## src/rtl/seg7_glyph_driver.sv

```systemverilog
// seg7_glyph_driver
//
// Drives six active-low seven-segment digits from glyph codes supplied by a
// message sequencer. Codes are captured on load, decoded to segment patterns,
// and gated by a per-digit blink, a 15-step PWM brightness control and a
// global blank before being registered onto the outputs.
//
// Ports:
//   clk          system clock, all logic on the rising edge
//   rst          synchronous active-high reset
//   load         capture code0..code5 this cycle
//   code0..code5 4-bit glyph codes (0-9 digits, 10 G, 11 b, 12 U, 13 F,
//                14 S, 15 blank)
//   blink_mask   bit i set makes digit i blink
//   brightness   duty level 0..15 (0 dark, 15 fully lit)
//   blank        force all digits dark
//   load_ack     one-cycle pulse the cycle after a capture
//   hex0..hex5   active-low segments, bit6..bit0 = g,f,e,d,c,b,a
module seg7_glyph_driver #(
    parameter int BLINK_DIV = 25000000
) (
    input  logic       clk,
    input  logic       rst,
    input  logic       load,
    input  logic [3:0] code0,
    input  logic [3:0] code1,
    input  logic [3:0] code2,
    input  logic [3:0] code3,
    input  logic [3:0] code4,
    input  logic [3:0] code5,
    input  logic [5:0] blink_mask,
    input  logic [3:0] brightness,
    input  logic       blank,
    output logic       load_ack,
    output logic [6:0] hex0,
    output logic [6:0] hex1,
    output logic [6:0] hex2,
    output logic [6:0] hex3,
    output logic [6:0] hex4,
    output logic [6:0] hex5
);

    localparam int CNT_W = (BLINK_DIV > 2) ? $clog2(BLINK_DIV) : 1;
    localparam logic [CNT_W-1:0] BLINK_LAST = CNT_W'(BLINK_DIV - 1);
    localparam logic [6:0] SEG_OFF = 7'h7F;

    logic [3:0]       code_reg [6];
    logic [6:0]       hex_reg  [6];
    logic [6:0]       hex_next [6];
    logic [3:0]       code_in  [6];
    logic [CNT_W-1:0] blink_cnt;
    logic             blink_phase;
    logic [3:0]       pwm_cnt;
    logic             pwm_on;

    assign code_in[0] = code0;
    assign code_in[1] = code1;
    assign code_in[2] = code2;
    assign code_in[3] = code3;
    assign code_in[4] = code4;
    assign code_in[5] = code5;

    assign hex0 = hex_reg[0];
    assign hex1 = hex_reg[1];
    assign hex2 = hex_reg[2];
    assign hex3 = hex_reg[3];
    assign hex4 = hex_reg[4];
    assign hex5 = hex_reg[5];

    // Glyph table, active-low segments g..a.
    function automatic logic [6:0] decode(input logic [3:0] code);
        logic [6:0] seg;
        case (code)
            4'd0:    seg = 7'h40;
            4'd1:    seg = 7'h79;
            4'd2:    seg = 7'h24;
            4'd3:    seg = 7'h30;
            4'd4:    seg = 7'h19;
            4'd5:    seg = 7'h12;
            4'd6:    seg = 7'h02;
            4'd7:    seg = 7'h78;
            4'd8:    seg = 7'h00;
            4'd9:    seg = 7'h10;
            4'd10:   seg = 7'h42;
            4'd11:   seg = 7'h03;
            4'd12:   seg = 7'h41;
            4'd13:   seg = 7'h0E;
            4'd14:   seg = 7'h12;
            default: seg = SEG_OFF;
        endcase
        return seg;
    endfunction

    // Code capture and acknowledge. Capture is independent of any display
    // gating so a load coinciding with blank or a blink wrap is never lost.
    always_ff @(posedge clk) begin
        if (rst) begin
            for (int i = 0; i < 6; i++) code_reg[i] <= 4'd15;
            load_ack <= 1'b0;
        end else begin
            if (load) begin
                for (int i = 0; i < 6; i++) code_reg[i] <= code_in[i];
            end
            load_ack <= load;
        end
    end

    // Blink timebase: the phase flips each time the counter wraps, giving a
    // half-period of BLINK_DIV cycles.
    always_ff @(posedge clk) begin
        if (rst) begin
            blink_cnt   <= '0;
            blink_phase <= 1'b0;
        end else if (blink_cnt == BLINK_LAST) begin
            blink_cnt   <= '0;
            blink_phase <= ~blink_phase;
        end else begin
            blink_cnt <= blink_cnt + 1'b1;
        end
    end

    // PWM counter runs 0..14 so brightness 15 is never reached and stays lit.
    always_ff @(posedge clk) begin
        if (rst) begin
            pwm_cnt <= 4'd0;
        end else if (pwm_cnt == 4'd14) begin
            pwm_cnt <= 4'd0;
        end else begin
            pwm_cnt <= pwm_cnt + 4'd1;
        end
    end

    assign pwm_on = (pwm_cnt < brightness);

    // Output gating priority: blank, then PWM off-time, then per-digit blink.
    // Inputs are used directly here so their effect appears after a single
    // registered stage.
    always_comb begin
        for (int i = 0; i < 6; i++) begin
            hex_next[i] = decode(code_reg[i]);
            if (blank || !pwm_on || (blink_phase && blink_mask[i])) begin
                hex_next[i] = SEG_OFF;
            end
        end
    end

    // Registered segment outputs.
    always_ff @(posedge clk) begin
        if (rst) begin
            for (int i = 0; i < 6; i++) hex_reg[i] <= SEG_OFF;
        end else begin
            for (int i = 0; i < 6; i++) hex_reg[i] <= hex_next[i];
        end
    end

endmodule

```

## config.mk

```make
export PLATFORM = sky130hd
export DESIGN_NAME = seg7_glyph_driver
export DESIGN_NICKNAME = d
export VERILOG_FILES = /design/src/rtl/seg7_glyph_driver.sv
export SDC_FILE = /design/constraint.sdc
export NUM_CORES = 1
export LEC_CHECK = 0
export ABC_AREA = 1
export BUFFER_PORTS_ARGS = -buffer_cell sky130_fd_sc_hd__buf_2
export CORE_ASPECT_RATIO = 1.75
export CORE_MARGIN = 1.5
export CORE_UTILIZATION = 45
export DETAILED_ROUTE_END_ITERATION = 12
export PLACE_DENSITY_LB_ADDON = 0.12
export SETUP_SLACK_MARGIN = 0.5
export SLEW_MARGIN = 20
export SYNTH_ARGS = -nofsm -noshare
export SYNTH_HDL_FRONTEND = slang
export SYNTH_SLANG_ARGS = --single-unit
```

## constraint.sdc

```tcl
create_clock -name clk -period 4 [get_ports clk]
set_input_delay 0 -clock clk [delete_from_list [all_inputs] [get_ports clk]]
set_output_delay 0 -clock clk [all_outputs]
set_load 0.05 [all_outputs]
```

==> report_table.html <==
<table>
<tr><th>Metric</th><th>Value</th></tr>
<tr><th colspan="2">Setup path</th></tr>
<tr><td>Max FO, Critical Path</td><td>12</td></tr>
<tr><td>Type of the setup path with the least slack</td><td>reg -&gt; reg</td></tr>
<tr><td>CP max stage delay</td><td>~0.43 ns</td></tr>
<tr><td>CP required</td><td>between 4 and 5 ns</td></tr>
<tr><td>CP max stage cell</td><td>nor2_2</td></tr>
<tr><td>Sort of element at the end of the critical path</td><td>register</td></tr>
<tr><td>Data arrival at the endpoint of the critical path</td><td>between 2 and 2.5 ns</td></tr>
<tr><td>Most frequent cell on the critical path</td><td>nand2_1</td></tr>
<tr><td>Kind of start point of the critical path</td><td>register</td></tr>
<tr><td>Cell breakdown of the critical path</td><td>ha_1, nand2_1, a21oi_1, nor2_2, nand2_2, nor2_4, nand2_1</td></tr>
<tr><th colspan="2">Clock network</th></tr>
<tr><td>Clock tree sinks</td><td>97</td></tr>
<tr><td>Later-pin clock latency in the skew report</td><td>roughly 0.34 ns</td></tr>
<tr><td>TritonCTS clock tree</td><td>done</td></tr>
<tr><td>CTS clk-pin slew, worst paths</td><td>0.07 ns</td></tr>
<tr><td>Maximum root-to-sink buffer count</td><td>2</td></tr>
<tr><td>CTS Root Cell</td><td>clkbuf_16</td></tr>
<tr><td>Clock buffers created by TritonCTS</td><td>9</td></tr>
<tr><td>Number of H-tree levels</td><td>3</td></tr>
<tr><th colspan="2">STA</th></tr>
<tr><td>Pins Over Slew Limit</td><td>0</td></tr>
<tr><td>Post-layout minimum cycle time</td><td>1.92 ns</td></tr>
<tr><td>Endpoints failing hold</td><td>0</td></tr>
<tr><td>Final worst-path cycle share</td><td>about half</td></tr>
<tr><td>Max_slew headroom</td><td>between 50% and 60%</td></tr>
<tr><td>Slew at the pin closest to its max-slew limit</td><td>approximately 0.66 ns</td></tr>
<tr><td>Max Clock Freq</td><td>between 0.5 and 0.6 GHz</td></tr>
<tr><td>TNS Setup</td><td>0 ns</td></tr>
<tr><td>Skew final</td><td>between 0.007 and 0.008 ns</td></tr>
<tr><td>Setup repair after global routing missed its margin</td><td>false</td></tr>
<tr><td>Final setup violation count</td><td>0</td></tr>
<tr><th colspan="2">Floorplan</th></tr>
<tr><td>I/O pin cnt</td><td>81</td></tr>
<tr><td>Placement row count</td><td>just over 50</td></tr>
<tr><td>Starting utilization of the core area</td><td>between 40% and 50%</td></tr>
<tr><td>Floorplan core area</td><td>0.0110 mm2</td></tr>
<tr><td>Die footprint</td><td>0.0120 mm2</td></tr>
<tr><td>Height of the die</td><td>144 um</td></tr>
<tr><td>Die width</td><td>about 83 um</td></tr>
<tr><th colspan="2">Global route</th></tr>
<tr><td>Remaining Overflow, GRT</td><td>0</td></tr>
<tr><td>Initial antenna violation count</td><td>0</td></tr>
<tr><td>Vias in the first global route</td><td>4187</td></tr>
<tr><td>Wire length of the first global-routing pass</td><td>18300 um</td></tr>
<tr><td>Global routing usage summed across all routing layers</td><td>about a fifth</td></tr>
<tr><td>Pin count of the biggest net entering global routing</td><td>26</td></tr>
<tr><th colspan="2">Logic synthesis</th></tr>
<tr><td>Number of register bits inferred by synthesis</td><td>97</td></tr>
<tr><td>Count of mapped cells out of synthesis</td><td>approximately 650</td></tr>
<tr><td>Distinct cells, synth</td><td>35</td></tr>
<tr><td>Synthesized netlist net count</td><td>approximately 730</td></tr>
<tr><td>Cell type with the largest total area after synthesis</td><td>dfxtp_1</td></tr>
<tr><td>Synthesis Warnings</td><td>0</td></tr>
<tr><td>Cell types occupying the most area after synthesis</td><td>dfxtp_1, edfxtp_1, nand2_1</td></tr>
<tr><td>Post-synthesis area per instance</td><td>about 7.8 um2</td></tr>
<tr><td>Post-synth design cell area</td><td>about 0.0051 mm2</td></tr>
<tr><td>Fraction of the yosys area taken by sequential cells</td><td>between 40% and 50%</td></tr>
<tr><td>Area share of the leading cell type in the synthesized netlist</td><td>between 20 and 30%</td></tr>
<tr><th colspan="2">Detailed routing</th></tr>
<tr><td>Vias per cell</td><td>between 4 and 5</td></tr>
<tr><td>DRT antenna net count</td><td>0</td></tr>
<tr><td>Overall via count from detail_route</td><td>roughly 4300</td></tr>
<tr><td>Number of design-rule violations left by the first detailed-router iteration</td><td>~170</td></tr>
<tr><td>Detailed Routing Iterations Pass 1</td><td>4</td></tr>
<tr><td>Post-detailed-routing wire length</td><td>11100 um</td></tr>
<tr><td>Mean routed wirelength per cell</td><td>~12 um</td></tr>
<tr><td>DRC viols</td><td>0</td></tr>
<tr><th colspan="2">Power and ir drop</th></tr>
<tr><td>Leakage power summed over all cells</td><td>between 0.002 and 0.003 uW</td></tr>
<tr><td>Switching component of the power</td><td>a little under 700 uW</td></tr>
<tr><td>Pwr Total</td><td>2310 uW</td></tr>
<tr><td>Part of the power in combinational logic</td><td>17.7%</td></tr>
<tr><td>Internal Pwr Total</td><td>1610 uW</td></tr>
<tr><td>Fraction of power spent switching nets</td><td>roughly 30%</td></tr>
<tr><td>Power density of the placed cells</td><td>376 mW/mm2</td></tr>
<tr><td>Peak supply drop</td><td>0.000321 V</td></tr>
<tr><td>Share of power burned in registers</td><td>a little under half</td></tr>
<tr><td>Clock share of power</td><td>between 30% and 40%</td></tr>
<tr><th colspan="2">Finish</th></tr>
<tr><td>Utilization of the core after routing</td><td>55.5%</td></tr>
<tr><td>Final design instance area without fill</td><td>roughly 0.0061 mm2</td></tr>
<tr><td>Commonest cells after routing, fill and taps aside</td><td>nand2_1, inv_1, nor2_1, buf_2, dfxtp_1</td></tr>
<tr><td>Most common cell after layout, fill and taps aside</td><td>nand2_1</td></tr>
<tr><td>Number of flip-flops under the largest register name</td><td>42</td></tr>
<tr><td>Filler Cells Inserted</td><td>between 1000 and 1500</td></tr>
<tr><td>Area Overhead vs Synth</td><td>20.5%</td></tr>
<tr><td>Nets</td><td>838</td></tr>
<tr><td>Share of layout cells above drive strength 1</td><td>16.5%</td></tr>
<tr><td># diodes</td><td>0</td></tr>
<tr><th colspan="2">Run status</th></tr>
<tr><td>Outcome</td><td>finished clean</td></tr>
<tr><th colspan="2">Worst hold path</th></tr>
<tr><td>Worst min-delay path category</td><td>in -&gt; reg</td></tr>
<tr><th colspan="2">Placed design</th></tr>
<tr><td>Number of port buffers</td><td>80</td></tr>
<tr><td>Placement Cell Area</td><td>~0.0056 mm2</td></tr>
<tr><td>Gpl congestion</td><td>0.864</td></tr>
<tr><td>Hpwl dp</td><td>approximately 8400 um</td></tr>
<tr><th colspan="2">Run</th></tr>
<tr><td>Number of max-capacitance violations reported</td><td>0</td></tr>
</table>
## final cells by class
type / count / area, um2 / share of cell area, %
Clock buffer: 9 / 225 / 3.67
Timing Repair Buffer: 107 / 668 / 10.9
Clock inverter: 6 / 43.8 / 0.714
Inverter: 96 / 360 / 5.88
Sequential cell: 97 / 2180 / 35.6
Tap cell: 132 / 165 / 2.69
Multi-Input combinational cell: 447 / 2490 / 40.6
## cells by family after synthesis
kind of cell               Yosys count  share of synthesized area [%]
and+or+nand+nor                    319                           27.8
buffers and inverters              107                           8.36
DFF                                 97                           42.9
AOI/OAI and AO/OA                   75                           8.68
adders and majority gates           42                           10.3
xor gates and xnor gates            11                           1.89
## metal layers
layer / GRT usage (%) / vias to the layer above / routed length (um)
met1: 18.5 / 1960 / 4140
met4: 7.37 / 0 / 220
met3: 3.39 / 17 / 411
met2: 39.3 / 99 / 6320
met5: 0 / - / 0
li1: - / 2259 / -
## per-stage QoR
| stage | hold slack, ns | std cells | worst slack (ns) |
|---|---|---|---|
| 2_1_floorplan | 0.158 | 651 | 2.63 |
| 3_3_place_gp | 0.253 | 853 | 2.12 |
| 3_5_place_dp | 0.261 | 853 | 2.05 |
| 4_1_cts | 0.00364 | 894 | 2.04 |
| 5_1_grt | 0.0281 | 894 | 1.86 |
| 6_report | 0.00325 | 894 | 2.08 |
## cells in the mapped netlist (all sizes together)
| library cell | number |
|---|---|
| nor3 | 8 |
| xnor2 | 5 |
| o21bai | 3 |
| o32ai | 3 |
| o211ai | 5 |
| a21oi | 22 |
| xor2 | 6 |
| and2 | 1 |
| nand3b | 7 |
| a211oi | 4 |
| clkbuf | 2 |
| o22ai | 5 |
| nand4 | 3 |
| or2 | 6 |
| nor2 | 94 |
| buf | 9 |
| edfxtp | 24 |
| dfxtp | 73 |
| ha | 42 |
| o2111ai | 2 |
| nand2 | 174 |
| a31oi | 2 |
| inv | 96 |
| nand3 | 26 |
| o21ai | 27 |
| a21o | 2 |
## repair_timing
item / 4_1_cts / 5_1_grt
endpoints found under the hold margin: 37 / 0
endpoints found under the setup margin: 0 / 0
setup buffers: 0 / 0
hold buffers: 26 / 0
gates resized for setup: 0 / 0
## critical path, delay by kind of cell (launching register included)
family                   cells  cell delay [ns]
flip-flops                   1             0.39
adder cells (fa/ha/maj)      1             0.26
AND/OR/NAND/NOR              5             1.09
AO/OA/AOI/OAI                1             0.07
## power by group through the flow
stage	Clock (uW)	Sequential, uW	Combinational, uW
floorplan	0	1220	196
global placement	0	1130	383
detailed placement	0	1130	390
CTS	803	1110	411
global route	845	1120	453
finish	790	1110	409
## final timing paths
check,slack (ns),from,to,cells after the start
worst min register to register,0.45,blink_cnt[0]$_SDFF_PP0_,blink_cnt[0]$_SDFF_PP0_,1
worst max register to register,2.08,pwm_cnt[1]$_SDFF_PP0_,hex_reg[4][5]$_SDFF_PP1_,7
worst max-delay path,2.08,pwm_cnt[1]$_SDFF_PP0_,hex_reg[4][5]$_SDFF_PP1_,7
worst min-delay path,0.003,blink_mask[1],hex_reg[1][2]$_SDFF_PP1_,5
Power figures use the tool's default switching activity.
